**src/rtl/pool_layer_param_if.sv**
```systemverilog
// ---------------------------------------------------------------------------
// pool_layer_param_if
// Valid/ready stream carrying one DW-bit word per channel.
//   valid : source has a beat on data
//   ready : sink can take the beat (transfer when valid && ready)
//   data  : packed per-channel words, channel 1..CH, each two's-complement
// Modports:
//   master : source side (drives valid/data, observes ready)
//   slave  : sink side (observes valid/data, drives ready)
// ---------------------------------------------------------------------------
interface pool_layer_param_if #(
    parameter int CH = 3,
    parameter int DW = 16
);
    logic                  valid;
    logic                  ready;
    logic [CH:1][DW-1:0]   data;

    modport master (output valid, output data, input ready);
    modport slave  (input valid, input data, output ready);
endinterface

```
**src/rtl/pool_layer_param.sv**
```systemverilog
// ---------------------------------------------------------------------------
// pool_layer_param
// Multi-channel KxK non-overlapping (stride K) pooling layer, max or average
// mode chosen per frame. All CH channels share one control path, so every
// channel produces its pooled pixel in the same cycle.
// Ports:
//   clk        : rising-edge clock
//   n_reset    : asynchronous active-low reset
//   start      : one-cycle pulse starting a frame (restarts a running frame)
//   avg_mode   : sampled on start, 0 = max pooling, 1 = average pooling
//   in_bus     : input pixel stream (slave), one pixel per channel per beat,
//                row-major over an IMG_W x IMG_H feature map
//   out_bus    : pooled pixel stream (master), one word per channel per window
//   frame_done : one-cycle pulse after the final output transfer of a frame
//   err        : one-cycle pulse on input while idle or start during a frame
// ---------------------------------------------------------------------------
module pool_layer_param #(
    parameter int CH    = 3,
    parameter int DW    = 16,
    parameter int IMG_W = 28,
    parameter int IMG_H = 28,
    parameter int K     = 2
) (
    input  logic                   clk,
    input  logic                   n_reset,
    input  logic                   start,
    input  logic                   avg_mode,
    pool_layer_param_if.slave      in_bus,
    pool_layer_param_if.master     out_bus,
    output logic                   frame_done,
    output logic                   err
);

    localparam int LOG2K = $clog2(K);
    localparam int SH    = 2 * LOG2K;           // log2 of window area
    localparam int AW    = DW + SH;             // accumulator holds K*K sums
    localparam int NW    = IMG_W / K;           // line buffer entries
    localparam int IW    = (NW > 1) ? $clog2(NW) : 1;
    localparam int CW    = $clog2(IMG_W);
    localparam int RW    = $clog2(IMG_H);

    generate
        if ((K < 2) || ((K & (K - 1)) != 0) || ((IMG_W % K) != 0) || ((IMG_H % K) != 0))
        begin : g_param_check
            $error("pool_layer_param: K must be a power of 2 >= 2 dividing IMG_W and IMG_H");
        end
    endgenerate

    typedef enum logic [1:0] {IDLE, RUN, FLUSH} state_t;

    state_t               state_reg;
    state_t               state_next;
    logic [CW-1:0]        col_reg;
    logic [RW-1:0]        row_reg;
    logic                 avg_reg;
    logic                 out_valid_reg;
    logic [CH:1][DW-1:0]  out_data_reg;
    logic                 frame_done_reg;
    logic                 err_reg;

    logic                 restart;
    logic                 accept;
    logic                 col_last;
    logic                 row_last;
    logic                 win_first;
    logic                 win_last;
    logic                 flush_done;
    logic [IW-1:0]        lb_idx;
    logic [CH:1][DW-1:0]  res_all;

    // A start while a frame is in flight throws the frame away.
    assign restart   = start && (state_reg != IDLE);

    // Input stalls whenever the output register is occupied and not draining,
    // so a finished window can never overwrite an unconsumed result.
    assign in_bus.ready = (state_reg == RUN) && !(out_valid_reg && !out_bus.ready);

    // A beat presented alongside start belongs to neither frame.
    assign accept    = in_bus.valid && in_bus.ready && !start;

    assign col_last  = (col_reg == CW'(IMG_W - 1));
    assign row_last  = (row_reg == RW'(IMG_H - 1));
    assign win_first = (col_reg[LOG2K-1:0] == '0) && (row_reg[LOG2K-1:0] == '0);
    assign win_last  = (col_reg[LOG2K-1:0] == {LOG2K{1'b1}}) &&
                       (row_reg[LOG2K-1:0] == {LOG2K{1'b1}});
    assign lb_idx    = IW'(col_reg >> LOG2K);

    assign out_bus.valid = out_valid_reg;
    assign out_bus.data  = out_data_reg;
    assign frame_done    = frame_done_reg;
    assign err           = err_reg;

    // ---------------- control FSM ----------------
    always_ff @(posedge clk or negedge n_reset) begin
        if (!n_reset) begin
            state_reg <= IDLE;
        end else begin
            state_reg <= state_next;
        end
    end

    always_comb begin
        state_next = state_reg;
        flush_done = 1'b0;
        case (state_reg)
            IDLE: begin
                if (start) state_next = RUN;
            end
            RUN: begin
                if (start)
                    state_next = RUN;
                else if (accept && col_last && row_last)
                    state_next = FLUSH;
            end
            FLUSH: begin
                if (start) begin
                    state_next = RUN;
                end else if (!out_valid_reg || out_bus.ready) begin
                    flush_done = 1'b1;
                    state_next = IDLE;
                end
            end
            default: state_next = IDLE;
        endcase
    end

    // ---------------- position counters and mode ----------------
    always_ff @(posedge clk or negedge n_reset) begin
        if (!n_reset) begin
            col_reg <= '0;
            row_reg <= '0;
            avg_reg <= 1'b0;
        end else if (start) begin
            col_reg <= '0;
            row_reg <= '0;
            avg_reg <= avg_mode;
        end else if (accept) begin
            if (col_last) begin
                col_reg <= '0;
                row_reg <= row_last ? '0 : row_reg + 1'b1;
            end else begin
                col_reg <= col_reg + 1'b1;
            end
        end
    end

    // ---------------- per-channel line buffer and combine ----------------
    genvar gi;
    generate
        for (gi = 1; gi <= CH; gi++) begin : g_ch
            logic signed [AW-1:0] lb_mem [NW];
            logic signed [AW-1:0] pix_ext;
            logic signed [AW-1:0] lb_rd;
            logic signed [AW-1:0] acc;

            assign pix_ext = {{SH{in_bus.data[gi][DW-1]}}, in_bus.data[gi]};
            assign lb_rd   = lb_mem[lb_idx];

            always_comb begin
                acc = pix_ext;
                if (!win_first) begin
                    if (avg_reg)
                        acc = lb_rd + pix_ext;
                    else
                        acc = (pix_ext > lb_rd) ? pix_ext : lb_rd;
                end
            end

            // Arithmetic shift gives floor toward minus infinity for the mean;
            // the running max already fits in DW bits.
            assign res_all[gi] = avg_reg ? DW'(acc >>> SH) : DW'(acc);

            always_ff @(posedge clk or negedge n_reset) begin
                if (!n_reset) begin
                    for (int i = 0; i < NW; i++) lb_mem[i] <= '0;
                end else if (accept) begin
                    lb_mem[lb_idx] <= acc;
                end
            end
        end
    endgenerate

    // ---------------- output register and status pulses ----------------
    always_ff @(posedge clk or negedge n_reset) begin
        if (!n_reset) begin
            out_valid_reg  <= 1'b0;
            out_data_reg   <= '0;
            frame_done_reg <= 1'b0;
            err_reg        <= 1'b0;
        end else begin
            frame_done_reg <= flush_done;
            err_reg        <= restart || ((state_reg == IDLE) && in_bus.valid);
            if (restart) begin
                out_valid_reg <= 1'b0;
            end else if (accept && win_last) begin
                out_valid_reg <= 1'b1;
                out_data_reg  <= res_all;
            end else if (out_bus.ready) begin
                out_valid_reg <= 1'b0;
            end
        end
    end

endmodule

```
**src/flat_wrapper.sv**
```systemverilog
// flat-port wrapper written by rule: the top's interface ports become plain ports
module pool_layer_param_flat 
#(
    parameter int CH    = 3,
    parameter int DW    = 16,
    parameter int IMG_W = 28,
    parameter int IMG_H = 28,
    parameter int K     = 2
)
  (clk, n_reset, start, avg_mode, frame_done, err, in_bus_valid, in_bus_data, in_bus_ready, out_bus_valid, out_bus_data, out_bus_ready);
  pool_layer_param_if #(.CH(CH), .DW(DW)) in_bus_i ();
  pool_layer_param_if #(.CH(CH), .DW(DW)) out_bus_i ();
  input  logic clk;
  input  logic n_reset;
  input  logic start;
  input  logic avg_mode;
  output logic frame_done;
  output logic err;
  input wire logic [$bits(in_bus_i.valid)-1:0] in_bus_valid;
  input wire logic [$bits(in_bus_i.data)-1:0] in_bus_data;
  output wire logic [$bits(in_bus_i.ready)-1:0] in_bus_ready;
  output wire logic [$bits(out_bus_i.valid)-1:0] out_bus_valid;
  output wire logic [$bits(out_bus_i.data)-1:0] out_bus_data;
  input wire logic [$bits(out_bus_i.ready)-1:0] out_bus_ready;
  assign in_bus_i.valid = in_bus_valid;
  assign in_bus_i.data = in_bus_data;
  assign in_bus_ready = in_bus_i.ready;
  assign out_bus_valid = out_bus_i.valid;
  assign out_bus_data = out_bus_i.data;
  assign out_bus_i.ready = out_bus_ready;
  pool_layer_param #(.CH(CH), .DW(DW), .IMG_W(IMG_W), .IMG_H(IMG_H), .K(K)) u_core (.clk(clk), .n_reset(n_reset), .start(start), .avg_mode(avg_mode), .in_bus(in_bus_i), .out_bus(out_bus_i), .frame_done(frame_done), .err(err));
endmodule
```
**config.mk**
```make
export PLATFORM = sky130hd
export DESIGN_NAME = pool_layer_param_flat
export DESIGN_NICKNAME = d
export VERILOG_FILES = /design/src/rtl/pool_layer_param_if.sv /design/src/rtl/pool_layer_param.sv /design/src/flat_wrapper.sv
export SDC_FILE = /design/constraint.sdc
export NUM_CORES = 2
export LEC_CHECK = 0
export CAP_MARGIN = 20
export CORE_MARGIN = 1.5
export CORE_UTILIZATION = 50
export CTS_BUF_LIST = sky130_fd_sc_hd__clkbuf_4
export DETAILED_ROUTE_END_ITERATION = 10
export GPL_TIMING_DRIVEN = 1
export PLACE_DENSITY_LB_ADDON = 0.15
export REMOVE_ABC_BUFFERS = 1
export SYNTH_ARGS = -nofsm -noshare
export SYNTH_HDL_FRONTEND = slang
export SYNTH_SLANG_ARGS = --single-unit
export TNS_END_PERCENT = 30
```
**constraint.sdc**
```tcl
create_clock -name clk -period 5.08 [get_ports clk]
set_clock_uncertainty 0.15 [all_clocks]
set_input_delay 1.524 -clock clk [delete_from_list [all_inputs] [get_ports clk]]
set_output_delay 1.524 -clock clk [all_outputs]
set_load 0.03 [all_outputs]
```
==> Word-level counts from Yosys, hierarchy flattened <==
Index checks and enable logic that the tools add are counted.
{ "op_classes": {"n_addsub": 5, "n_mul": 0, "n_div": 0, "magnitude_cmp": 5, "n_eq_ne": 7, "n_shift": 0, "muxes": 45, "bitwise_logic": 4, "n_reduce_logical": 26} }
{ "op_table": {"columns": ["operator", "count"], "rows": [
  ["$bwmux 252", 3],
  ["$mux 18", 16],
  ["$bmux 18 s4", 3],
  ["$demux 18 s4", 1],
  ["$add 18x16->18", 3],
  ["$gt 16x18->1", 3],
  ["$mux 16", 3],
  ["$mux 5", 7],
  ["$logic_and 1x1->1", 12],
  ["$add 5x1->5 const B", 2],
  ["$eq 5x5->1 const B", 2],
  ["$mux 2", 5],
  ["$mux 1", 6],
  ["$pmux 2 s3", 1],
  ["$reduce_bool 2->1", 3],
  ["$ge 5x5->1 const B", 1],
  ["$lt 5x1->1 const B", 1],
  ["$not 4->5", 1],
  ["$logic_not 1->1", 4],
  ["$reduce_and 2->1", 2],
  ["$ne 3x2->1 const B", 1],
  ["$ne 3x3->1 const B", 1],
  ["$not 1->1", 3],
  ["$reduce_and 3->1", 1],
  ["6 further kinds", 7]
]} }
{ "word_totals": {"ff_bits": 820, "latchBits": 0, "ram_bits": 0, "mem_bits_ro": 0, "mem_count": 0} }

==> Logic depth before layout (Yosys ltp) <==
{ "depth": {"ltp_word": 11, "ltp_mapped": 24, "depth_no_buf": 17} }

==> Worst setup path after synthesis <==
No wires, ideal clock.
{ "synth_timing": {"path_kind": "register to register", "start": "register u_core.col_reg[3]", "end": "register u_core.g_ch[1].lb_mem[106] (netlist bit)", "setup_time_ns": 0.136, "t_arrival_ns": 4.481, "slack_ns": 0.313, "stages_incl_launch_ff": 22, "path_buffers": 6, "cell_sequence": "dfrtp_1 > buf_2 > nor2b_1 > buf_4 > buf_4 > buf_2 > buf_2 > a21oi_1 > o21ai_1 > ha_1 > inv_1 > fa_1 > o21ba_2 > or4_1 > and3_1 > o41ai_2 > a211oi_1 > xor2_1 > a22o_1 > a21oi_2 > buf_4 > o21ai_0"} }
{ "synth_between": {"elab_chain_cells": 9} }
{ "synth_lines": {"columns": ["item", "line", "text"], "rows": [
  ["start, declared", "pool_layer_param.sv:53", "logic [CW-1:0] col_reg;"],
  ["start signal, assigned", "pool_layer_param.sv:142", "col_reg <= col_reg + 1'b1;"],
  ["$not 4->5 (implied by the code) *", "pool_layer_param.sv:157, pool_layer_param.sv:177", null],
  ["$bmux 18 s4", "pool_layer_param.sv:157", "assign lb_rd = lb_mem[lb_idx];"],
  ["$mux 18 (implied by the code) (2 in a row)", "pool_layer_param.sv:157", null],
  ["$gt 16x18->1", "pool_layer_param.sv:165", "acc = (pix_ext > lb_rd) ? pix_ext : lb_rd;"],
  ["$mux 18", "pool_layer_param.sv:165", null],
  ["$mux 18", "pool_layer_param.sv:162", "if (avg_reg)"],
  ["$mux 18", "pool_layer_param.sv:161", "if (!win_first) begin"],
  ["$bwmux 252 *", "pool_layer_param.sv:177", "lb_mem[lb_idx] <= acc;"],
  ["end signal, assigned by index", "pool_layer_param.sv:177", null],
  ["end, declared", "pool_layer_param.sv:151", "logic signed [AW-1:0] lb_mem [NW];"]
]} }
Every way passes the cells marked *; elsewhere a longest branch is shown, timed or not. The select of a mux whose other input is x is not followed.
A chain may end at the register's enable or synchronous reset.

==> Worst setup path in the final report <==
{ "layout_timing": {"start": "register u_core.col_reg[1]", "end": "register u_core.g_ch[3].lb_mem[210] (netlist bit)"} }
{ "layout_between": {"elab_chain_cells": 9} }
{ "layout_lines": {"columns": ["item", "line"], "rows": [
  ["$not 4->5 (implied by the code) *", "pool_layer_param.sv:157, pool_layer_param.sv:177"],
  ["$bmux 18 s4", "pool_layer_param.sv:157"],
  ["$mux 18 (implied by the code) (2 in a row)", "pool_layer_param.sv:157"],
  ["$gt 16x18->1", "pool_layer_param.sv:165"],
  ["$mux 18", "pool_layer_param.sv:165"],
  ["$mux 18", "pool_layer_param.sv:162"],
  ["$mux 18", "pool_layer_param.sv:161"],
  ["$bwmux 252 *", "pool_layer_param.sv:177"],
  ["end signal, assigned by index", "pool_layer_param.sv:177"],
  ["end, declared", "pool_layer_param.sv:151"]
]} }
Marked as above.

==> flow_summary.json <==
{
  "status": "completed",
  "setup_violations": 0,
  "cts-root-buf": "clkbuf_4",
  "async_flop_share_pct": 100,
  "p_leak_uw": 0.0229,
  "die_x_um": 293,
  "drt-total-wl_mm": 126,
  "drc_errors": 0,
  "cts_made_buffers": 213,
  "path_max_fanout": 14,
  "synth_edf_count": 0,
  "viasPerCell": 5.74,
  "io_pins": 106,
  "cts.sinks": 820,
  "synth_flop_cell": "dfrtp_1",
  "worst_setup_hold_path_clk_slew_ps": 80,
  "rsz0062_at_grt": "true",
  "grt_pass1_wl_mm": 195,
  "synth_area_per_cell_um2": 10.5,
  "die_area_um2": 86000,
  "cts_hold_buf": 0,
  "startpoint_type": "register",
  "netlist_top_cells_count": "dfrtp_1, nand2_1, o21ai_0",
  "cellPowerDensity_nw_per_um2": 348,
  "fin_area_um2": 50600,
  "vias": 32900,
  "critical_path_class": "reg -> reg",
  "yosys.area.top_type": "dfrtp_1",
  "hold_viol": 0,
  "core_area_um2": 83600,
  "drv_cap": 0,
  "top_register": "u_core.g_ch.lb_mem",
  "rows": 106,
  "reg2reg_depth": 20,
  "synthDominantCellAreaShare_pct": 48.7,
  "layout-drive-gt1-share_pct": 27.6,
  "insertion_delay_ps": 1160,
  "yosysSeqAreaShare_pct": 48.7,
  "nets": 4660,
  "synth_warnings": 0,
  "gp_congestion": 0.952,
  "synth.area.top_cells": "dfrtp_1, mux4_2, nand2_1",
  "first_iter_violations": 2685,
  "power_uw": 17600,
  "final_cells": 5736,
  "holdCritPathClass": "in -> async",
  "ys_seq_elements": 820,
  "period_minus_slack_ps": 4940,
  "antenna_found_initial": 4,
  "clockBufferDepth": 3,
  "grt_usage_pct": 29.7,
  "cp.required_ps": 5940,
  "end_kind": "register",
  "synth_area_um2": 42100,
  "port_buffers": 105,
  "synth_cells": 4023,
  "wl_per_cell_um": 22.0,
  "dp.cells": 5328,
  "relSlewSlack_pct": 22.9,
  "syn2layout_area_growth_pct": 20.1,
  "initial_core_util_pct": 50.4,
  "fillers": 7137,
  "max_freq_mhz": 202,
  "first_global_vias": 33000,
  "yosysUniqueCellTypes": 101,
  "maxSlewViolCount": 0,
  "r2r_end": "u_core.g_ch[3].lb_mem[210]$_DFFE_PN0P_",
  "tightest_slew_ps": 1150,
  "worstReg2RegStart": "u_core.col_reg[1]$_DFFE_PN0P_",
  "r2r_setup_slack_ps": 140,
  "grt_max_degree": 92,
  "htreeDepth": 4,
  "cp.arrival_ps": 5800,
  "place_area_um2": 47100,
  "dp_hpwl_mm": 84.3,
  "postRouteAntennaNets": 0,
  "gr-total-overflow": 0,
  "synth_most_common_cell": "dfrtp_1",
  "largest_reg_flops": 756,
  "die_h_um": 293,
  "finalCritPeriodShare_pct": 97.3,
  "first_pass_iters": 5,
  "cts_tree": "built",
  "irDropWorstVdd_v": 0.000228
}
layout by cell type (no fill, tap or decap), drive strengths merged, types with 10 or more instances in the layout:
cell type      synthesis  routed
dfrtp                820     820
nand2                682     682
o21ai                659     659
buf                  159     464
clkbuf               157     325
nor2                 280     281
a21oi                211     211
mux4                 162     162
mux2                 125     125
inv                  100     109
ha                   107     107
clkdlybuf4s50          0     104
mux2i                 98      98
nor3                  48      48
a221oi                41      41
clkinv                 1      34
xnor2                 32      32
nand3                 27      27
nand2b                18      18
nor2b                 18      18
a211oi                18      18
o21bai                17      17
a22o                  17      17
a31oi                 15      15
o221ai                13      14
o211ai                13      13
a21o                  12      12
and3                  12      12
nand4                 11      11
xor2                  10      10
per-stage QoR:
stage	TNS, ps	hold WS (ps)	util [%]	setup WS (ps)
final	0	235	60.5	135
after global routing	-86.6	201	60.5	-20.7
after CTS	-22.7	147	59.6	-12.0
after detailed placement	-9530	310	56.4	-255
after global placement	-7240	304	56.4	-256
after floorplan	-5973530	292	-	-8580
final cells by class:
class	count	area, um^2	area share [%]
clock inverters	47	274	0.542
diodes	8	20.0	0.0396
inverters	101	379	0.750
flip-flops and latches	820	20500	40.6
repair buffers	573	5650	11.2
multi-input cells	2787	19900	39.5
clock buffers	320	2400	4.75
well taps	1080	1350	2.67
kinds of logic after synthesis:
family | synth area share (%)
AND/OR/NAND/NOR | 11.3
AO/OA/AOI/OAI | 16.2
flip-flops | 48.7
buffers and inverters | 5.07
multiplexers | 14.5
adder cells (fa/ha/maj) | 3.32
XOR/XNOR | 0.873
how the worst max path moves through the flow:
stage                                        from                                     end  slack, ps
floorplan           u_core.col_reg[1]$_DFFE_PN0P_  u_core.g_ch[3].lb_mem[110]$_DFFE_PN0P_      -8580
global placement                  in_bus_data[32]  u_core.g_ch[3].lb_mem[124]$_DFFE_PN0P_       -260
detailed placement                in_bus_data[32]  u_core.g_ch[3].lb_mem[214]$_DFFE_PN0P_       -260
CTS                 u_core.col_reg[1]$_DFFE_PN0P_  u_core.g_ch[1].lb_mem[195]$_DFFE_PN0P_        -10
global route        u_core.col_reg[1]$_DFFE_PN0P_  u_core.g_ch[1].lb_mem[211]$_DFFE_PN0P_        -20
finish              u_core.col_reg[1]$_DFFE_PN0P_  u_core.g_ch[3].lb_mem[210]$_DFFE_PN0P_        140
report_power, final:
group,internal [uW],switching [uW]
registers,6860,170
logic,2160,2690
clock network,2960,2750
worst max-delay path, stage by stage (launching register included):
cell	delay [ps]
dfrtp_4	480
buf_12	150
clkbuf_16	200
mux4_1	570
mux2i_1	180
nor2_1	60
a221oi_1	300
buf_4	190
buf_4	100
ha_1	240
and4_1	230
o21ai_0	90
o211ai_1	120
and2_1	190
o41a_1	420
buf_4	200
nor3_1	260
a21oi_1	100
o221ai_2	230
buf_12	180
mux2_2	150
routing by layer:
metal / track usage, % / part of all wire, % / vias to the layer above
li1: - / - / 15400
met1: 42.7 / 46 / 16300
met2: 45.8 / 45 / 1083
met3: 5.82 / 6.6 / 210
met4: 9.04 / 2.4 / 4
met5: 0 / 0.018 / -
what timing repair did:
action                     4_1_cts  5_1_grt
pin swaps                        1       14
resized for setup                6       78
setup endpoints to repair       50      710
buffers inserted                 0       25
gates cloned                     0        9
Note: power is estimated with default switching activity, not from simulation.
